## config.mk

```make
export PLATFORM = sky130hd
export DESIGN_NAME = ram_arbiter
export DESIGN_NICKNAME = d
export VERILOG_FILES = /design/src/rtl/ram_arbiter.sv
export SDC_FILE = /design/constraint.sdc
export NUM_CORES = 1
export LEC_CHECK = 0
export CORE_ASPECT_RATIO = 0.7
export CORE_MARGIN = 1
export CORE_UTILIZATION = 40
export CTS_CLUSTER_SIZE = 28
export DETAILED_ROUTE_END_ITERATION = 16
export HOLD_SLACK_MARGIN = 0.08
export PLACE_DENSITY = 0.77
export SLEW_MARGIN = 40
export SYNTH_ARGS = -nofsm -noshare
export SYNTH_HDL_FRONTEND = slang
export SYNTH_SLANG_ARGS = --single-unit
```

## constraint.sdc

```tcl
create_clock -name clk -period 2.4 [get_ports clk]
set_clock_uncertainty 0.2 [all_clocks]
set_input_delay 0.48 -clock clk [delete_from_list [all_inputs] [get_ports clk]]
set_output_delay 0.48 -clock clk [all_outputs]
set_load 0.02 [all_outputs]
```

## src/rtl/ram_arbiter.sv

```systemverilog
// ram_arbiter
//   Shares one single-port 256-byte RAM between two requesters (m0, m1).
//   Every access runs IDLE -> ISSUE -> CAPTURE -> ACK -> IDLE. One access
//   completes every four cycles. Works with both combinational-read and
//   registered-read RAMs, because read data is taken one cycle after issue.
//
// Ports
//   clk, rst_n             single rising-edge clock, async active-low reset
//   mX_req                 request, held high by the master until mX_ack
//   mX_we                  write (1) / read (0)
//   mX_addr, mX_wdata      access address and write data
//   mX_ack                 one-cycle completion pulse
//   mX_rdata               read data (write data on writes), held after ack
//   mem_we                 RAM write enable
//   mem_addr, mem_wdata    RAM address and write data
//   mem_rdata              RAM read data
//   busy                   high whenever an access is in flight
//
// Parameters
//   FIXED_PRIO  0: round-robin on contention; 1: m0 always wins

module ram_arbiter #(
  parameter int AW         = 8,
  parameter int DW         = 8,
  parameter int FIXED_PRIO = 0
) (
  input  logic          clk,
  input  logic          rst_n,
  input  logic          m0_req,
  input  logic          m0_we,
  input  logic [AW-1:0] m0_addr,
  input  logic [DW-1:0] m0_wdata,
  output logic          m0_ack,
  output logic [DW-1:0] m0_rdata,
  input  logic          m1_req,
  input  logic          m1_we,
  input  logic [AW-1:0] m1_addr,
  input  logic [DW-1:0] m1_wdata,
  output logic          m1_ack,
  output logic [DW-1:0] m1_rdata,
  output logic          mem_we,
  output logic [AW-1:0] mem_addr,
  output logic [DW-1:0] mem_wdata,
  input  logic [DW-1:0] mem_rdata,
  output logic          busy
);

  typedef enum logic [1:0] {IDLE, ISSUE, CAPTURE, ACK} state_t;

  state_t        state_q, state_d;
  logic          mem_we_q, mem_we_d;
  logic [AW-1:0] mem_addr_q, mem_addr_d;
  logic [DW-1:0] mem_wdata_q, mem_wdata_d;
  logic          m0_ack_q, m0_ack_d;
  logic          m1_ack_q, m1_ack_d;
  logic [DW-1:0] m0_rdata_q, m0_rdata_d;
  logic [DW-1:0] m1_rdata_q, m1_rdata_d;
  logic          owner_q, owner_d;        // 0 = m0 owns the access, 1 = m1
  logic          last_grant_q, last_grant_d;
  logic          busy_q, busy_d;
  logic          pick;

  // Winner selection. On contention, round-robin gives the grant to the
  // master that did not win last time; a lone request always wins.
  always_comb begin
    pick = 1'b0;
    if (m0_req && m1_req) begin
      pick = (FIXED_PRIO != 0) ? 1'b0 : ~last_grant_q;
    end else begin
      pick = ~m0_req;
    end
  end

  // Next-state and output logic. Every register holds its value by default,
  // and each state overrides only what it changes.
  always_comb begin
    state_d      = state_q;
    mem_we_d     = mem_we_q;
    mem_addr_d   = mem_addr_q;
    mem_wdata_d  = mem_wdata_q;
    m0_ack_d     = m0_ack_q;
    m1_ack_d     = m1_ack_q;
    m0_rdata_d   = m0_rdata_q;
    m1_rdata_d   = m1_rdata_q;
    owner_d      = owner_q;
    last_grant_d = last_grant_q;
    unique case (state_q)
      IDLE: begin
        mem_we_d = 1'b0;
        if (m0_req || m1_req) begin
          // Fields are latched here; later changes by the master are ignored.
          state_d      = ISSUE;
          owner_d      = pick;
          last_grant_d = pick;
          mem_we_d     = pick ? m1_we    : m0_we;
          mem_addr_d   = pick ? m1_addr  : m0_addr;
          mem_wdata_d  = pick ? m1_wdata : m0_wdata;
        end
      end
      ISSUE: begin
        // The RAM writes on this closing edge, so mem_we lasts exactly one cycle.
        mem_we_d = 1'b0;
        state_d  = CAPTURE;
      end
      CAPTURE: begin
        state_d = ACK;
        if (owner_q) begin
          m1_rdata_d = mem_rdata;
          m1_ack_d   = 1'b1;
        end else begin
          m0_rdata_d = mem_rdata;
          m0_ack_d   = 1'b1;
        end
      end
      ACK: begin
        m0_ack_d = 1'b0;
        m1_ack_d = 1'b0;
        state_d  = IDLE;
      end
      default: begin
        state_d  = IDLE;
        mem_we_d = 1'b0;
        m0_ack_d = 1'b0;
        m1_ack_d = 1'b0;
      end
    endcase
    busy_d = (state_d != IDLE);
  end

  // State and output registers. last_grant resets to m1 so that m0 wins
  // the first contention after reset.
  always_ff @(posedge clk or negedge rst_n) begin
    if (!rst_n) begin
      state_q      <= IDLE;
      mem_we_q     <= 1'b0;
      mem_addr_q   <= '0;
      mem_wdata_q  <= '0;
      m0_ack_q     <= 1'b0;
      m1_ack_q     <= 1'b0;
      m0_rdata_q   <= '0;
      m1_rdata_q   <= '0;
      owner_q      <= 1'b0;
      last_grant_q <= 1'b1;
      busy_q       <= 1'b0;
    end else begin
      state_q      <= state_d;
      mem_we_q     <= mem_we_d;
      mem_addr_q   <= mem_addr_d;
      mem_wdata_q  <= mem_wdata_d;
      m0_ack_q     <= m0_ack_d;
      m1_ack_q     <= m1_ack_d;
      m0_rdata_q   <= m0_rdata_d;
      m1_rdata_q   <= m1_rdata_d;
      owner_q      <= owner_d;
      last_grant_q <= last_grant_d;
      busy_q       <= busy_d;
    end
  end

  assign mem_we    = mem_we_q;
  assign mem_addr  = mem_addr_q;
  assign mem_wdata = mem_wdata_q;
  assign m0_ack    = m0_ack_q;
  assign m1_ack    = m1_ack_q;
  assign m0_rdata  = m0_rdata_q;
  assign m1_rdata  = m1_rdata_q;
  assign busy      = busy_q;

endmodule

```

==> results of run 1 <==
==> power by group through the flow <==
stage | Sequential [µW] | Combinational (µW) | Clock, µW
after floorplan | 1590 | 775 | 0
final | 1230 | 1950 | 581
after global routing | 1280 | 2110 | 628
after detailed placement | 1230 | 1970 | 0
after CTS | 1230 | 1970 | 593
after global placement | 1220 | 1940 | 0
==> Yosys cell counts <==
cell and n:
nand3_1 17, nor2_1 20, nor3_1 1, nand2_1 2, nand4_1 1, buf_4 4
nand2b_1 1, a21oi_1 1, buf_6 5, o21a_1 1, ha_1 5, mux2_2 17
inv_2 1, a31oi_1 18, a22o_1 2, and2b_4 1, dfrtp_1 39, dfstp_2 1
o21ai_0 13, o21ai_1 4, buf_2 2, o2111ai_1 1, inv_1 4, nand2_2 1
or2_2 1, nor2b_1 2
==> what timing repair did <==
| item | CTS | global route |
|---|---|---|
| hold buffers | 1 | 0 |
| endpoints found under the hold margin | 39 | 0 |
| gates resized for setup | 0 | 0 |
==> sequential cells by signal, summed over array words and instances, names as in the netlist <==
name / flops
mem_we: 1
owner_q: 1
m0_ack: 1
busy: 1
mem_addr: 8
state_q: 2
m1_ack: 1
last_grant_q: 1
m1_rdata: 8
mem_wdata: 8
m0_rdata: 8
==> final cells by class <==
cell class,instances,area (µm²)
Timing Repair Buffer,89,868.3
Clock inverter,2,38.79
Multi-Input combinational cell,109,710.7
Sequential cell,40,1002
Tap cell,55,68.82
Inverter,5,18.77
Clock buffer,6,82.58
Fill cell,373,1564
==> through the flow <==
step | cells | hold slack [ps] | total power [µW]
global route | 306 | 326.1 | 4017
detailed placement | 297 | 291.7 | 3200
finish | 306 | 309.0 | 3758
CTS | 306 | 311.1 | 3786
floorplan | 165 | -15.59 | 2366
global placement | 297 | 276.2 | 3152
==> per-layer routing <==
metal,GRT usage (%),part of all wire [%],routed length [µm]
met4,7.143,1.1,47
met2,28.22,42,1784
met3,6.872,8.4,360
met1,26.41,49,2105
met5,0,0,0
==> worst paths after layout <==
check	end	cells past startpoint
max reg2reg	m0_rdata[2]	5
min in group asynchronous	m1_rdata[1]	3
min reg2reg	m1_rdata[0]	1
min	m1_rdata[0]	1
max in group asynchronous	last_grant_q	3
max	m0_ack	1
==> cell families after synthesis <==
kind of cell | after synthesis
and+or+nand+nor | 47
AOI/OAI and AO/OA | 40
DFF | 40
muxes | 17
buffers and inverters | 16
adders and majority gates | 5
==> summary.md, run 1 <==
| Metric | Value |
|---|---|
| Status | completed |
| Worst path cell trace | clkdlybuf4s50_1 |
| Syn avg cell area | 11.08 µm² |
| Post-Syn Area | 1828 µm² |
| Initial DRC Count | 74 |
| Post-synth top area share | 53.39% |
| IO Count | 82 |
| Max Cap Viol | 0 |
| Worst hold-check path type | reg2reg |
| Most frequent cells in the layout | clkdlybuf4s50_1 (80), dfrtp_1 (39), nor2_1 (20) |
| Worst setup margin | 434.4 ps |
| Core Area | 4354 µm² |
| Clk pwr share | 15.5% |
| Top cell type by total area after synthesis | dfrtp_1 |
| Flop pwr share | between 30% and 40% |
| Tcrit/Tclk final | between 80% and 90% |
| First-pass GRT wire length | approximately 7.3 mm |
| Sw power | 1394 µW |
| Routed vias/inst | 5.026 |
| Worst slew margin | 66.84% |
| Xor and xnor area share after synthesis | 0% |
| Critical path arrival | between 1000 and 1500 ps |
| Top post-synthesis cells by area | dfrtp_1 (53%), mux2_2 (10%), a31oi_1 (6.2%), nand3_1 (4.7%), nor2_1 (4.1%) |
| Measured slew at the worst slew-check pin | ~500 ps |
| Final wirelength | 4.297 mm |
| Synth Area in Compound Gates | 12.94% |
| Gate power share | 51.9% |
| RD Place Congestion | 0.7347 |
| Layout Area Growth over Synthesis | 52.64% |
| Setup Slack @ Placement | 325.9 ps |
| Worst vdd ir | just under 0.7 mV |
| Vias in the first global route | between 1000 and 1500 |
| CP max stage delay | around 610 ps |
| Hold Fails Final Rpt | 0 |
| IO Port Bufs | 81 |
| Yosys reg bits | 40 |
| Worst R2R Start | state_q[0] |
| Synth Net Count | 216 |
| Slew Limit Fails | 0 |
| R2r setup slk | 580 ps |
| Max Clk Rate | 508.7 MHz |
| Synth Area in Simple Gates | 12.05% |
| Dpl hpwl | 3.092 mm |
| Clock sinks | 40 |
| Switching part of the total power | 37.10% |
| Finished Cell Area | ~2800 µm² |
| Critical Path Start | m0_ack |
| Final setup vio count | 0 |
| Std-Cell Rows | 20 |
| Die H | approximately 59 µm |
| Commonest non-fill, non-tap cell in the layout | clkdlybuf4s50_1 |
| Hold path start | m1_rdata[0] |
| Post-layout util | between 60 and 70% |
| Die width | 82.80 µm |
| Post-CTS setup repair buffer count | 0 |
| Worst-skew pair later-pin latency | about 290 ps |
| WL per Instance | ~14 µm |
| CP Capture Type | output pin |
| Root buffer cell | clkbuf_8 |
| Die area | 4849 µm² |
| Largest net degree at the start of global routing | 41 |
| Setup TNS | 0 ps |
| Yosys warning count | 0 |
| DRT Pass-1 Iters | 5 |
| RSZ-0062 raised after global routing | false |
| Final ANT Viol Nets | 0 |
| Worst EP required | around 1700 ps |
| Largest family of logic cells by synthesized area | compound AO/OA/AOI/OAI gates |
| Share of layout cells above drive strength 1 | around 15% |
| Worst Setup Start Kind | flip-flop |
| Crit Path Class | reg2out |
| P_int | approximately 2400 µW |
| Total GRT Usage | ~19% |
| Seq/Total Area, Yosys | 54.83% |
| Mux share of post-synthesis cell area | 10.47% |
| N_diodes | 0 |
| Leak Pwr | between 0.001 and 0.0015 µW |
| Post-Syn Instances | 165 |
| Crit path time final | slightly below 2000 ps |
| Initial antenna violation count | 0 |
| Worst path slowest cell | clkdlybuf4s50_1 |
| TritonCTS buffer count | 5 |
| PD cells | 1347 nW/µm² |
| Area post-placement | 2659 µm² |
| Number of library cell types mapped by synthesis | 26 |
| Critical path's top delay family | buffers and inverters |
| Post-route DRC | 0 |
| Clock Tree Buf Depth | 2 |
| CTS tree | done |
| Via Count | between 1500 and 2000 |
| Worst path bufs/invs | 1 |
| Area share of fa/ha/maj cells after synthesis | 3.422% |
| Critical path peak fanout | 3 |
| GRT overflow | 0 |
| H-tree levels | 2 |
| Initial Utilization | 41.98% |
| Total Nets Final | 301 |
| Clk slew on worst S/H paths | 80 ps |
Note: power is estimated with default switching activity, not from simulation.
==> run 2, diff against run 1 <==
--- a/config.mk
+++ b/config.mk
@@ -7,11 +7,11 @@
 export LEC_CHECK = 0
 export CORE_ASPECT_RATIO = 0.7
 export CORE_MARGIN = 1
-export CORE_UTILIZATION = 40
+export CORE_UTILIZATION = 37
 export CTS_CLUSTER_SIZE = 28
 export DETAILED_ROUTE_END_ITERATION = 16
 export HOLD_SLACK_MARGIN = 0.08
-export PLACE_DENSITY = 0.77
+export PLACE_DENSITY = 0.75
 export SLEW_MARGIN = 40
 export SYNTH_ARGS = -nofsm -noshare
 export SYNTH_HDL_FRONTEND = slang
==> constraint.sdc (replaced) <==
create_clock -name clk -period 1.8 [get_ports clk]
set_clock_uncertainty 0.2 [all_clocks]
set_input_delay 0.36 -clock clk [delete_from_list [all_inputs] [get_ports clk]]
set_output_delay 0.36 -clock clk [all_outputs]
set_load 0.02 [all_outputs]
==> summary.md, run 2 (synthesis gave the netlist of run 1 again) <==
| Metric | Value |
|---|---|
| Status | completed |
| Core Area | 4529 µm² (+4.0%) |
| Worst path cell trace | inv_1 > ha_2 > nor2b_1 > buf_4 > mux2_2 |
| Clock sinks | 40 (unchanged) |
| Worst Hold Slack | 303.5 ps (-5.552 ps) |
| Max Clk Rate | about 580 MHz |
| Most frequent cells in the layout | clkdlybuf4s50_1 (44), dfrtp_1 (39), dlygate4sd2_1 (35) |
| Worst-skew pair later-pin latency | 290 ps (about the same) |
| Worst setup margin | 75.78 ps (-358.6 ps) |
| Crit path depth | 5 (+4) |
| Setup TNS | 0 ps (unchanged) |
| Root buffer cell | clkbuf_8 |
| End of the critical path | m0_rdata[5] |
| Worst path slowest cell | dfrtp_1 |
| TritonCTS buffer count | 5 (unchanged) |
| Finished Cell Area | 2804 µm² (+0.49%) |
| Critical path arrival | 1700 ps (+410 ps) |
| RSZ-0062 raised after global routing | false |
| N_diodes | 0 (unchanged) |
| Dpl hpwl | 3.243 mm (+4.9%) |
| IO Count | 82 (unchanged) |
| Final ANT Viol Nets | 0 (unchanged) |
| Slew Limit Fails | 0 (unchanged) |
| Final wirelength | 4.316 mm (+0.44%) |
| Worst slew margin | 68.48% (+1.6 points) |
| GRT overflow | 0 (unchanged) |
| Initial DRC Count | 24 (-68%) |
| Largest net degree at the start of global routing | 23 (-44%) |
| Total GRT Usage | 17.76% (-1.5 points) |
| Critical path's top delay family | flip-flops |
| CP Capture Type | flip-flop |
| Worst Setup Start Kind | flip-flop |
| First-pass GRT wire length | 6.989 mm (-3.6%) |
| R2r setup slk | 80 ps (-500 ps) |
| DRT Pass-1 Iters | 6 (+1) |
| Via Count | 1560 (+1.4%) |
| Clock Tree Buf Depth | 2 (unchanged) |
| Post-CTS setup repair buffer count | 0 (unchanged) |
| Die H | 60.81 µm (+3.8%) |
| Layout Area Growth over Synthesis | 53.39% |
| Die area | 5230 µm² (+7.9%) |
| Total Nets Final | 306 (+1.7%) |
| CTS tree | done |
| Worst EP required | 1780 ps (+60 ps) |
| Initial antenna violation count | 0 (unchanged) |
| Clk slew on worst S/H paths | 80 ps (about the same) |
| Std-Cell Rows | 20 (unchanged) |
| Die width | 86.01 µm (+3.9%) |
| CP max stage delay | 380 ps (-230 ps) |
| Critical Path Start | state_q[0] |
| Area post-placement | 2735 µm² (+2.9%) |
| IO Port Bufs | 81 (unchanged) |
| Crit path time final | 1724 ps |
| Critical path peak fanout | 8 (+5) |
| Share of layout cells above drive strength 1 | 17.19% (+2.0 points) |
| Commonest non-fill, non-tap cell in the layout | clkdlybuf4s50_1 |
| H-tree levels | 2 (unchanged) |
| Leak Pwr | 0.001200 µW (+5.3%) |
| Tcrit/Tclk final | 95.79% |
| Vias in the first global route | 1485 (+0.20%) |
| Setup Slack @ Placement | -27.13 ps (-353.1 ps) |
| Worst path bufs/invs | 2 (+1) |
| WL per Instance | 13.40 µm (-4.5%) |
| Worst hold-check path type | reg2reg |
| Hold Fails Final Rpt | 0 (unchanged) |
| Initial Utilization | 40.36% (-1.6 points) |
| Crit Path Class | reg2reg |
| R2R depth | 5 (unchanged) |
| Measured slew at the worst slew-check pin | 472.9 ps (-24.54 ps) |
| Final setup vio count | 0 (unchanged) |
| Hold path start | m1_rdata[0] |
| Routed vias/inst | 4.845 (-3.6%) |
| Worst vdd ir | 0.6361 mV (-7.1%) |
| Post-route DRC | 0 (unchanged) |
| Worst R2R Start | state_q[0] |
| Max Cap Viol | 0 (unchanged) |
| RD Place Congestion | 0.7238 (-1.5%) |
| PD cells | 1645 nW/µm² (+22%) |
| RR Endpoint | m0_rdata[5] |
-- run 2: worst min path at each step --
stage	to	slack [ps]	depth (start not counted)
finish	m1_rdata[0]	300	1
global route	m1_rdata[2]	310	1
CTS	m1_rdata[2]	310	1
detailed placement	m1_rdata[5]	150	1
global placement	m1_rdata[5]	150	1
floorplan	busy	-140	0
-- run 2: final cells by class --
class | instances | area, µm²
clock buffer | 6 | 82.58
tap | 66 | 82.58
timing repair buffer | 94 | 889.6
sequential | 40 | 1002
multi-input combinational | 109 | 713.2
clock inverter | 2 | 15.01
inverter | 5 | 18.77
fill | 420 | 1725
-- run 2: power by group --
group,leakage (µW),switching [µW],internal (µW)
clock network,0.0000434,308,310
logic,0.000699,1290,1100
registers,0.000458,234,1370
-- run 2: layer usage --
| metal | vias to the layer above | track usage, % | share of wire (%) |
|---|---|---|---|
| met5 | - | 0 | 0 |
| met4 | 0 | 4.286 | 0.39 |
| met3 | 2 | 6.259 | 8.9 |
| met2 | 63 | 29.14 | 45 |
| met1 | 729 | 22.94 | 46 |
| li1 | 766 | - | - |
-- run 2: stage by stage --
stage                     utilization [%]  instances  power, µW
after floorplan                         -        165       3155
after global placement              60.39        313       4274
after detailed placement            60.39        313       4323
after CTS                           61.80        322       4664
after global routing                61.91        322       4971
final                               61.91        322       4613
-- run 2: repair_timing --
item                                   CTS  global route
hold buffers                             1             0
resized for setup                       35             2
endpoints found under the hold margin   19             0
setup endpoints to repair               35             5
==> run 3, diff against run 2 <==
--- a/config.mk
+++ b/config.mk
@@ -7,11 +7,12 @@
 export LEC_CHECK = 0
 export CORE_ASPECT_RATIO = 0.7
 export CORE_MARGIN = 1
-export CORE_UTILIZATION = 37
+export CORE_UTILIZATION = 35
+export CTS_BUF_LIST = sky130_fd_sc_hd__clkbuf_4 sky130_fd_sc_hd__clkbuf_8
 export CTS_CLUSTER_SIZE = 28
 export DETAILED_ROUTE_END_ITERATION = 16
 export HOLD_SLACK_MARGIN = 0.08
-export PLACE_DENSITY = 0.75
+export PLACE_DENSITY = 0.72
 export SLEW_MARGIN = 40
 export SYNTH_ARGS = -nofsm -noshare
 export SYNTH_HDL_FRONTEND = slang
==> summary.md, run 3 (synthesis gave the netlist of run 1 again) <==
| Metric | Value |
|---|---|
| Status | completed |
| End of the critical path | m0_rdata[5] |
| Placed insts | 317 (+1.3%) |
| Largest net degree at the start of global routing | 23 (unchanged) |
| Root buffer cell | clkbuf_8 |
| Slew Limit Fails | 0 (unchanged) |
| Measured slew at the worst slew-check pin | 499.5 ps (+26.64 ps) |
| Max Cap Viol | 0 (unchanged) |
| CP Capture Type | flip-flop |
| Worst EP required | 1780 ps (about the same) |
| Final setup vio count | 0 (unchanged) |
| Via Count | 1591 (+2.0%) |
| Clk pwr share | 12.9% (-0.5 points) |
| Multi-input combinational cell area | 710.7 µm² (-0.35%) |
| Clock sinks | 40 (unchanged) |
| RD Place Congestion | 0.7698 (+6.4%) |
| Final cell count without fillers | 326 (+1.2%) |
| Layout fillers | 465 (+11%) |
| DRT Pass-1 Iters | 4 (-2) |
| RR Endpoint | m0_rdata[5] |
| Gate power share | 52.3% (+0.5 points) |
| Worst Hold Slack | 297.9 ps (-5.558 ps) |
| Worst Setup Start Kind | flip-flop |
| Most frequent cells in the layout | clkdlybuf4s50_1 (44), dfrtp_1 (39), dlygate4sd2_1 (34) |
| Die width | 88.38 µm (+2.8%) |
| R2R depth | 5 (unchanged) |
| Die H | 62.47 µm (+2.7%) |
| Initial Utilization | 37.40% (-3.0 points) |
| Worst-skew pair later-pin latency | 290 ps (about the same) |
| N_diodes | 0 (unchanged) |
| Hold Fails Final Rpt | 0 (unchanged) |
| First-pass GRT wire length | 7.569 mm (+8.3%) |
| Max Clk Rate | 598.7 MHz (+3.2%) |
| TritonCTS buffer count | 5 (unchanged) |
| Clk slew on worst S/H paths | 80 ps (about the same) |
| GRT overflow | 0 (unchanged) |
| P_int | 2761 µW (-0.56%) |
| Routed vias/inst | 4.880 (+0.74%) |
| PD cells | 1642 nW/µm² (-0.19%) |
| Tcrit/Tclk final | 92.80% (-3.0 points) |
| Setup TNS | 0 ps (unchanged) |
| Vias in the first global route | 1535 (+3.4%) |
| Total GRT Usage | 17.70% (-0.061 points) |
| Worst hold-check path type | reg2reg |
| IO Port Bufs | 81 (unchanged) |
| Critical path peak fanout | 8 (unchanged) |
| Worst vdd ir | 0.7187 mV (+13%) |
| Initial DRC Count | 50 (+110%) |
| Post-layout util | 57.42% (-4.5 points) |
| Dpl hpwl | 3.401 mm (+4.9%) |
| Final wirelength | 4.559 mm (+5.6%) |
| Switching part of the total power | 40.10% (+0.28 points) |
| Std-Cell Rows | 21 (+5.0%) |
| Share of layout cells above drive strength 1 | 17.12% (-0.067 points) |
| Flop pwr share | 34.8% (about the same) |
| Worst slew margin | 66.70% (-1.8 points) |
| WHS Path Cells | 2 (+1) |
| WL per Instance | 13.98 µm (+4.3%) |
| Final ANT Viol Nets | 0 (unchanged) |
| IO Count | 82 (unchanged) |
| Met1 Wirelength | 2.220 mm (+12%) |
| Initial antenna violation count | 0 (unchanged) |
| Clock Tree Buf Depth | 2 (unchanged) |
| Sw power | 1848 µW (+0.60%) |
| Layout Area Growth over Synthesis | 53.52% (about the same) |
| R2r setup slk | 130 ps (+50 ps) |
| Met2 Wirelength | 1.957 mm (+1.9%) |
| Max layer used | met4 |
| RSZ-0062 raised after global routing | false |
| Critical Path Start | state_q[0] |
| CTS tree | done |
| Worst R2R Start | state_q[0] |
| Commonest non-fill, non-tap cell in the layout | clkdlybuf4s50_1 |
| H-tree levels | 2 (unchanged) |
| Core Area | 4887 µm² (+7.9%) |
| Crit path time final | 1670 ps (-53.89 ps) |
| Post-route DRC | 0 (unchanged) |
| Leak Pwr | 0.001217 µW (+1.4%) |
| Total Nets Final | 307 (+0.33%) |
| Register area | 1002 µm² (unchanged) |
| Die area | 5521 µm² (+5.6%) |
| Crit Path Class | reg2reg |
| Critical path arrival | 1650 ps (-50 ps) |
| Met3 routed wirelength | 361 µm (-6.2%) |
run 3: cell count changes in the layout (fill, tap and decap cells not counted):
cell and delta:
clkinv_2 +2, clkinvlp_4 -2, buf_4 +1, clkbuf_8 -1
clkinv_4 +1, dlygate4sd2_1 -1, dlymetal6s2s_1 +1, ha_1 +1
ha_2 -1
run 3: metrics by stage:
stage	area [µm²]	power, µW	setup slack, ps
after floorplan	1828	3155	143.7
after global placement	2746	4296	-20.45
after detailed placement	2746	4352	-38.01
after CTS	2801	4665	0.1126
after global routing	2806	4961	32.84
final	2806	4609	129.7
run 3: cell type report:
cell class	count	area share, %
clock buffer	5	2.452
clock inverter	3	0.6687
inverter	5	0.6687
multi-input combinational	109	25.32
sequential	40	35.71
tap	69	3.076
timing repair buffer	95	32.10
run 3: metal layers:
metal | global-route usage, % | vias to the layer above
li1 | - | 773
met5 | 0 | -
met2 | 26.44 | 61
met1 | 26.21 | 753
met3 | 4.359 | 4
met4 | 3.024 | 0
run 3: worst min path at each step:
stage                      from          end
floorplan                 rst_n         busy
global placement          rst_n  m0_rdata[2]
detailed placement        rst_n  m0_rdata[2]
CTS                      mem_we       mem_we
global route        m1_rdata[4]  m1_rdata[4]
finish                   mem_we       mem_we
run 3: critical path: stages (launching register included):
cell and delay [ps]:
dfrtp_1 380, inv_1 100, ha_1 210, nor2b_1 140
buf_4 190, mux2_2 340
run 3: power by group through the flow:
stage          clock network, µW  logic [µW]  registers (µW)
3_5_place_dp                   0        2710            1640
5_1_grt                      655        2630            1670
2_1_floorplan                  0        1030            2120
6_report                     594        2410            1600
3_3_place_gp                   0        2660            1630
4_1_cts                      610        2450            1610
run 3: repair_timing:
action / CTS / global route
endpoints found under the hold margin: 18 / 0
pin swaps: 0 / 0
buffers inserted: 0 / 0
hold buffers: 1 / 0
endpoints found under the setup margin: 34 / 2
resized for setup: 34 / 2
